[config.mk]
export PLATFORM = sky130hd
export DESIGN_NAME = mc_controller_p_flat
export DESIGN_NICKNAME = d
export VERILOG_FILES = /design/src/rtl/mc_controller_p_if.sv /design/src/rtl/mc_controller_p.sv /design/src/flat_wrapper.sv
export SDC_FILE = /design/constraint.sdc
export NUM_CORES = 1
export LEC_CHECK = 0
export ABC_AREA = 0
export CORE_MARGIN = 5
export CORE_UTILIZATION = 46
export DETAILED_ROUTE_END_ITERATION = 6
export PLACE_DENSITY = 0.93
export SETUP_SLACK_MARGIN = 0.4
export SLEW_MARGIN = 20
export SYNTH_ARGS = -nofsm -noshare
export SYNTH_HDL_FRONTEND = slang
export SYNTH_SLANG_ARGS = --single-unit
[constraint.sdc]
create_clock -name clk -period 2.2 [get_ports clk]
set_input_delay 0.33 -clock clk [delete_from_list [all_inputs] [get_ports clk]]
set_output_delay 0.33 -clock clk [all_outputs]
set_load 0.005 [all_outputs]
[src/rtl/mc_controller_p_if.sv]
// Control bundle between the multicycle controller and the datapath: decode
// inputs (op/funct/zero/mem_ready) and all datapath control outputs.
interface mc_controller_p_if #(
  parameter int unsigned DATA_WIDTH = 8
);
  localparam int unsigned BEATS = 32 / DATA_WIDTH;

  logic [5:0]       op;
  logic [5:0]       funct;
  logic             zero;
  logic             mem_ready;
  logic             memread;
  logic             memwrite;
  logic             alusrca;
  logic             memtoreg;
  logic             iord;
  logic             pcen;
  logic             regwrite;
  logic             regdst;
  logic [1:0]       pcsrc;
  logic [1:0]       alusrcb;
  logic [2:0]       alucontrol;
  logic [BEATS-1:0] irwrite;
  logic             illegal_op;

  modport master (
    input  op, funct, zero, mem_ready,
    output memread, memwrite, alusrca, memtoreg, iord, pcen, regwrite,
           regdst, pcsrc, alusrcb, alucontrol, irwrite, illegal_op
  );

  modport slave (
    output op, funct, zero, mem_ready,
    input  memread, memwrite, alusrca, memtoreg, iord, pcen, regwrite,
           regdst, pcsrc, alusrcb, alucontrol, irwrite, illegal_op
  );
endinterface

[src/rtl/mc_controller_p.sv]
// Multicycle MIPS controller with 1/2/4-beat instruction fetch, memory-ready
// handshake, ADDI/J and illegal-opcode flag. Optional BNE via `MC_BNE_EN.
module mc_controller_p #(
  parameter int unsigned DATA_WIDTH = 8
) (
  input  logic             clk,
  input  logic             reset,
  mc_controller_p_if.master bus
);
  localparam int unsigned BEATS  = 32 / DATA_WIDTH;
  localparam int unsigned BEAT_W = (BEATS > 1) ? $clog2(BEATS) : 1;

  if (DATA_WIDTH != 8 && DATA_WIDTH != 16 && DATA_WIDTH != 32) begin : g_bad_width
    $error("mc_controller_p: DATA_WIDTH must be 8, 16 or 32");
  end

  typedef enum logic [3:0] {
    S_FETCH, S_DECODE, S_MEMADR, S_MEMRD, S_MEMWB, S_MEMWR, S_RTYPEEX,
    S_RTYPEWB, S_BEQEX, S_ADDIEX, S_ADDIWB, S_JEX
`ifdef MC_BNE_EN
    , S_BNEEX
`endif
  } state_t;

  state_t            r_state;
  logic [BEAT_W-1:0] r_beat;
  logic              r_store;

  state_t            w_dec_next;
  logic              w_dec_illegal;
  logic              w_funct_ok;
  logic [2:0]        w_alu_rtype;

  // Opcode / funct decode used in DECODE and RTYPEEX
  always_comb begin
    w_funct_ok  = 1'b1;
    w_alu_rtype = 3'b010;
    case (bus.funct)
      6'h20:   w_alu_rtype = 3'b010;
      6'h22:   w_alu_rtype = 3'b110;
      6'h24:   w_alu_rtype = 3'b000;
      6'h25:   w_alu_rtype = 3'b001;
      6'h2a:   w_alu_rtype = 3'b111;
      default: w_funct_ok  = 1'b0;
    endcase

    w_dec_next    = S_FETCH;
    w_dec_illegal = 1'b0;
    case (bus.op)
      6'h20, 6'h28: w_dec_next = S_MEMADR;
      6'h00: begin
        if (w_funct_ok) w_dec_next    = S_RTYPEEX;
        else            w_dec_illegal = 1'b1;
      end
      6'h04: w_dec_next = S_BEQEX;
      6'h08: w_dec_next = S_ADDIEX;
      6'h02: w_dec_next = S_JEX;
`ifdef MC_BNE_EN
      6'h05: w_dec_next = S_BNEEX;
`endif
      default: w_dec_illegal = 1'b1;
    endcase
  end

  // State and fetch-beat register
  always_ff @(posedge clk) begin
    if (!reset) begin
      r_state <= S_FETCH;
      r_beat  <= '0;
      r_store <= 1'b0;
    end else begin
      case (r_state)
        S_FETCH: begin
          if (bus.mem_ready) begin
            if (r_beat == BEAT_W'(BEATS - 1)) begin
              r_beat  <= '0;
              r_state <= S_DECODE;
            end else begin
              r_beat  <= r_beat + 1'b1;
            end
          end
        end
        S_DECODE: begin
          r_state <= w_dec_next;
          r_store <= (bus.op == 6'h28);
        end
        S_MEMADR:  r_state <= r_store ? S_MEMWR : S_MEMRD;
        S_MEMRD:   if (bus.mem_ready) r_state <= S_MEMWB;
        S_MEMWB:   r_state <= S_FETCH;
        S_MEMWR:   if (bus.mem_ready) r_state <= S_FETCH;
        S_RTYPEEX: r_state <= S_RTYPEWB;
        S_RTYPEWB: r_state <= S_FETCH;
        S_BEQEX:   r_state <= S_FETCH;
        S_ADDIEX:  r_state <= S_ADDIWB;
        S_ADDIWB:  r_state <= S_FETCH;
        S_JEX:     r_state <= S_FETCH;
`ifdef MC_BNE_EN
        S_BNEEX:   r_state <= S_FETCH;
`endif
        default: begin
          r_state <= S_FETCH;
          r_beat  <= '0;
        end
      endcase
    end
  end

  logic             w_memread, w_memwrite, w_alusrca, w_memtoreg, w_iord;
  logic             w_regwrite, w_regdst, w_pcwrite, w_branch, w_branch_ne;
  logic             w_illegal;
  logic [1:0]       w_pcsrc, w_alusrcb;
  logic [2:0]       w_alucontrol;
  logic [BEATS-1:0] w_irwrite;

  // Moore decode of state; IR/PC writes in FETCH wait for mem_ready
  always_comb begin
    w_memread    = 1'b0;
    w_memwrite   = 1'b0;
    w_alusrca    = 1'b0;
    w_memtoreg   = 1'b0;
    w_iord       = 1'b0;
    w_regwrite   = 1'b0;
    w_regdst     = 1'b0;
    w_pcwrite    = 1'b0;
    w_branch     = 1'b0;
    w_branch_ne  = 1'b0;
    w_illegal    = 1'b0;
    w_pcsrc      = 2'b00;
    w_alusrcb    = 2'b00;
    w_alucontrol = 3'b010;
    w_irwrite    = '0;
    case (r_state)
      S_FETCH: begin
        w_memread = 1'b1;
        w_alusrcb = 2'b01;
        if (bus.mem_ready) begin
          w_irwrite = BEATS'(1'b1) << r_beat;
          w_pcwrite = 1'b1;
        end
      end
      S_DECODE: begin
        w_alusrcb = 2'b11;
        w_illegal = w_dec_illegal;
      end
      S_MEMADR, S_ADDIEX: begin
        w_alusrca = 1'b1;
        w_alusrcb = 2'b10;
      end
      S_MEMRD: begin
        w_memread = 1'b1;
        w_iord    = 1'b1;
      end
      S_MEMWB: begin
        w_regwrite = 1'b1;
        w_memtoreg = 1'b1;
      end
      S_MEMWR: begin
        w_memwrite = 1'b1;
        w_iord     = 1'b1;
      end
      S_RTYPEEX: begin
        w_alusrca    = 1'b1;
        w_alucontrol = w_alu_rtype;
      end
      S_RTYPEWB: begin
        w_regwrite = 1'b1;
        w_regdst   = 1'b1;
      end
      S_BEQEX: begin
        w_alusrca    = 1'b1;
        w_alucontrol = 3'b110;
        w_pcsrc      = 2'b01;
        w_branch     = 1'b1;
      end
`ifdef MC_BNE_EN
      S_BNEEX: begin
        w_alusrca    = 1'b1;
        w_alucontrol = 3'b110;
        w_pcsrc      = 2'b01;
        w_branch_ne  = 1'b1;
      end
`endif
      S_ADDIWB: w_regwrite = 1'b1;
      S_JEX: begin
        w_pcsrc   = 2'b10;
        w_pcwrite = 1'b1;
      end
      default: ;
    endcase
  end

  // Everything is forced low while reset is held
  assign bus.memread    = reset & w_memread;
  assign bus.memwrite   = reset & w_memwrite;
  assign bus.alusrca    = reset & w_alusrca;
  assign bus.memtoreg   = reset & w_memtoreg;
  assign bus.iord       = reset & w_iord;
  assign bus.regwrite   = reset & w_regwrite;
  assign bus.regdst     = reset & w_regdst;
  assign bus.illegal_op = reset & w_illegal;
  assign bus.pcen       = reset & (w_pcwrite | (w_branch & bus.zero) | (w_branch_ne & ~bus.zero));
  assign bus.pcsrc      = reset ? w_pcsrc      : '0;
  assign bus.alusrcb    = reset ? w_alusrcb    : '0;
  assign bus.alucontrol = reset ? w_alucontrol : '0;
  assign bus.irwrite    = reset ? w_irwrite    : '0;
endmodule

[src/flat_wrapper.sv]
// flat-port wrapper written by rule: the top's interface ports become plain ports
module mc_controller_p_flat 
#(
  parameter int unsigned DATA_WIDTH = 8
)
  (clk, reset, bus_op, bus_funct, bus_zero, bus_mem_ready, bus_memread, bus_memwrite, bus_alusrca, bus_memtoreg, bus_iord, bus_pcen, bus_regwrite, bus_regdst, bus_pcsrc, bus_alusrcb, bus_alucontrol, bus_irwrite, bus_illegal_op);
  mc_controller_p_if #(.DATA_WIDTH(DATA_WIDTH)) bus_i ();
  input  logic clk;
  input  logic reset;
  input wire logic [$bits(bus_i.op)-1:0] bus_op;
  input wire logic [$bits(bus_i.funct)-1:0] bus_funct;
  input wire logic [$bits(bus_i.zero)-1:0] bus_zero;
  input wire logic [$bits(bus_i.mem_ready)-1:0] bus_mem_ready;
  output wire logic [$bits(bus_i.memread)-1:0] bus_memread;
  output wire logic [$bits(bus_i.memwrite)-1:0] bus_memwrite;
  output wire logic [$bits(bus_i.alusrca)-1:0] bus_alusrca;
  output wire logic [$bits(bus_i.memtoreg)-1:0] bus_memtoreg;
  output wire logic [$bits(bus_i.iord)-1:0] bus_iord;
  output wire logic [$bits(bus_i.pcen)-1:0] bus_pcen;
  output wire logic [$bits(bus_i.regwrite)-1:0] bus_regwrite;
  output wire logic [$bits(bus_i.regdst)-1:0] bus_regdst;
  output wire logic [$bits(bus_i.pcsrc)-1:0] bus_pcsrc;
  output wire logic [$bits(bus_i.alusrcb)-1:0] bus_alusrcb;
  output wire logic [$bits(bus_i.alucontrol)-1:0] bus_alucontrol;
  output wire logic [$bits(bus_i.irwrite)-1:0] bus_irwrite;
  output wire logic [$bits(bus_i.illegal_op)-1:0] bus_illegal_op;
  assign bus_i.op = bus_op;
  assign bus_i.funct = bus_funct;
  assign bus_i.zero = bus_zero;
  assign bus_i.mem_ready = bus_mem_ready;
  assign bus_memread = bus_i.memread;
  assign bus_memwrite = bus_i.memwrite;
  assign bus_alusrca = bus_i.alusrca;
  assign bus_memtoreg = bus_i.memtoreg;
  assign bus_iord = bus_i.iord;
  assign bus_pcen = bus_i.pcen;
  assign bus_regwrite = bus_i.regwrite;
  assign bus_regdst = bus_i.regdst;
  assign bus_pcsrc = bus_i.pcsrc;
  assign bus_alusrcb = bus_i.alusrcb;
  assign bus_alucontrol = bus_i.alucontrol;
  assign bus_irwrite = bus_i.irwrite;
  assign bus_illegal_op = bus_i.illegal_op;
  mc_controller_p #(.DATA_WIDTH(DATA_WIDTH)) u_core (.clk(clk), .reset(reset), .bus(bus_i));
endmodule
==> metrics <==
status finished clean; post-layout util 89.93%; synthesized net count 146; # port buffers 35; Setup Viol. Count Final 0; delay-heaviest family, CP simple AND/OR/NAND/NOR gates; Hold Startpoint u_core.r_store; Worst Path Buf+Inv 1; CP max-delay cell or4b_4; Lkg Pwr 0.0007880 uW; H-tree Lvls 1; synthesized instance count 126; RSZ-0062 raised after global routing true; R2R cell count 5; WP data arrival 2.27 ns; Hold Violations, Final 0; dpl hpwl 2.577 mm; number of library cell types mapped by synthesis 42; vias in the first global route 1335; relative slew slack 63.94%; Hold Path Depth 2; Post-synth EDFFs 0; Clock Latency Late Sink 0.27 ns; DIE WIDTH 54.10 um; Async SR Flop Fraction 0%; startpoint types register; Worst Hold Endpoint u_core.r_store; gpl congestion 0.8507; largest net degree at the start of global routing 12; CTS tree built; CTS Buffer Depth 2; DR vias/cell 6.516; reg2reg setup slack 0.10 ns; final cell count without fillers 223; maxcap violations 0; CP max stage delay 0.55 ns; Worst VDD drop 0.1912 mV; Die ar. 2927 um^2; Multi-input gate area 838.3 um^2; placed insts 205; Req. time, crit path 2.37 ns; first-pass GRT wire length 6.306 mm; CP Capture Type register; global route overflow 0; critical path fanouts, max 5; worst hold path type register to register; TritonCTS Sinks 7; total wire length 5.104 mm; Die Y-Extent 54.10 um; Setup TNS 0 ns; critical path cell sequence buf_6, or4b_4, nor4_4, o311ai_1, a21oi_1; ANT nets after route 0; Yosys warning count 0; router iterations before antenna repair 6; violation count after the first detailed-route iteration 96; Synth Register Bits 7; max frequency 477.1 MHz; total track usage 29.88%; row count 16; layout cells sized above 1 46.94%; fraction of the cycle the final worst path needs 95.28%; syn avg cell area 7.100 um^2; Worst-Margin Slew 0.5325 ns; nets 217; initial antenna violation count 0; Final Slew Violations 0; Post-synth top flop dfxtp_1; cell area after layout 1710 um^2; Avg WL per Cell 22.89 um; register area share after synthesis 15.66%; root buffer cell clkbuf_4; final worst slack 0.1038 ns; Mapped Area 894.6 um^2; core area 1902 um^2; reg2reg start u_core.r_state[3]; worst clock skew 0.002973 ns; n_diodes 0; Cell Pwr Density 249.1 nW/um^2; clock-pin slew on the worst setup and hold paths 0.06 ns; DP Area 1436 um^2; post-route minimum period 2.096 ns; Area Growth Syn to Fin 91.19%; reg2reg end u_core.r_state[1]; IO Pins 36; CP Class register to register; CTS buffer count 3; DRC 0; sequential standard cell area 155.1 um^2; Fillers 77; Starting Density 47.04%; Vias 1453; Post-Place Setup Slack -0.4075 ns
==> layer usage <==
layer | global-route usage (%) | part of all wire [%]
met5 | 0 | 0
met4 | 13.69 | 8.1
met3 | 4.986 | 9.8
met2 | 57.66 | 48
met1 | 30.77 | 34
==> cell families after synthesis <==
group	share of synthesized area, %
and+or+nand+nor	39.58
AOI/OAI and AO/OA	28.25
DFF	15.66
muxes	2.238
adders and majority gates	5.595
buffers and inverters	6.714
xor gates and xnor gates	1.958
==> cell type report <==
type | instances | area share [%]
Tap cell | 27 | 1.975
Timing Repair Buffer | 74 | 36.43
Multi-Input combinational cell | 103 | 49.01
Sequential cell | 7 | 9.071
Inverter | 8 | 1.975
Clock buffer | 4 | 1.536
==> cells in the final DEF, fill, tap and decap left out, drive strengths merged, types with 7 or more instances in the layout <==
| master | instances |
|---|---|
| nor2 | 8 |
| inv | 7 |
| dlygate4sd2 | 10 |
| clkdlybuf4s50 | 7 |
| nor2b | 10 |
| a21oi | 11 |
| nand2 | 10 |
| dfxtp | 7 |
| buf | 49 |
==> stage by stage <==
| stage | total power, uW | hold WS (ns) |
|---|---|---|
| after global routing | 434.9 | 0.5376 |
| after CTS | 390.3 | 0.5044 |
| final | 426.1 | 0.5321 |
| after global placement | 261.2 | 0.4649 |
| after detailed placement | 270.0 | 0.4957 |
| after floorplan | 185.3 | 0.4368 |
==> worst register-to-register path, delay by kind of cell (launching register included) <==
kind / cells / cell delay, ns
AOI/OAI and AO/OA: 2 / 0.53
DFF: 1 / 0.38
buffers and inverters: 1 / 0.13
and+or+nand+nor: 2 / 0.97
==> synthesized netlist by cell type (2+ instances only) <==
| cell type | count | area [um^2] |
|---|---|---|
| ha_1 | 4 | 50.05 |
| and2_1 | 5 | 31.28 |
| clkbuf_1 | 8 | 30.03 |
| a21oi_1 | 11 | 55.05 |
| nand2_1 | 10 | 37.54 |
| a22o_1 | 2 | 17.52 |
| a2111oi_0 | 2 | 17.52 |
| o21ai_0 | 5 | 25.02 |
| nand3_1 | 2 | 10.01 |
| nand4b_1 | 2 | 17.52 |
| nor2b_1 | 10 | 62.56 |
| o2bb2ai_1 | 2 | 17.52 |
| dfxtp_1 | 7 | 140.1 |
| mux2i_1 | 2 | 20.02 |
| nand2b_1 | 3 | 18.77 |
| nor3_1 | 6 | 30.03 |
| inv_1 | 8 | 30.03 |
| nor2_1 | 8 | 30.03 |
| or3_1 | 3 | 18.77 |
| nor3b_1 | 4 | 30.03 |
==> power breakdown <==
group | switching [uW] | internal (uW) | total [uW] | leakage, uW
Clock | 62.5 | 70.2 | 133 | 0.0000150
Sequential | 7.20 | 125 | 133 | 0.0000600
Combinational | 77.8 | 83.0 | 161 | 0.000713
==> state kept, by name, summed over array words and instances, names as in the netlist <==
| name | flops |
|---|---|
| u_core.r_beat | 2 |
| u_core.r_state | 4 |
| u_core.r_store | 1 |
==> worst max path at each step <==
stage	start	to	slack, ns	cells past startpoint
after floorplan	bus_op[3]	bus_illegal_op	0.47	4
after global placement	bus_funct[1]	bus_illegal_op	-0.34	6
after detailed placement	bus_funct[3]	bus_illegal_op	-0.41	6
after CTS	u_core.r_state[3]	bus_irwrite[2]	0.15	6
after global routing	u_core.r_state[3]	u_core.r_state[1]	-0.08	5
final	u_core.r_state[3]	u_core.r_state[1]	0.10	5
==> what timing repair did <==
| action | 4_1_cts | 5_1_grt |
|---|---|---|
| endpoints found under the setup margin | 20 | 22 |
| setup buffers | 8 | 6 |
| hold buffers | 0 | 0 |
| gates resized for setup | 96 | 28 |
| pin swaps | 14 | 12 |
Power figures use the tool's default switching activity.
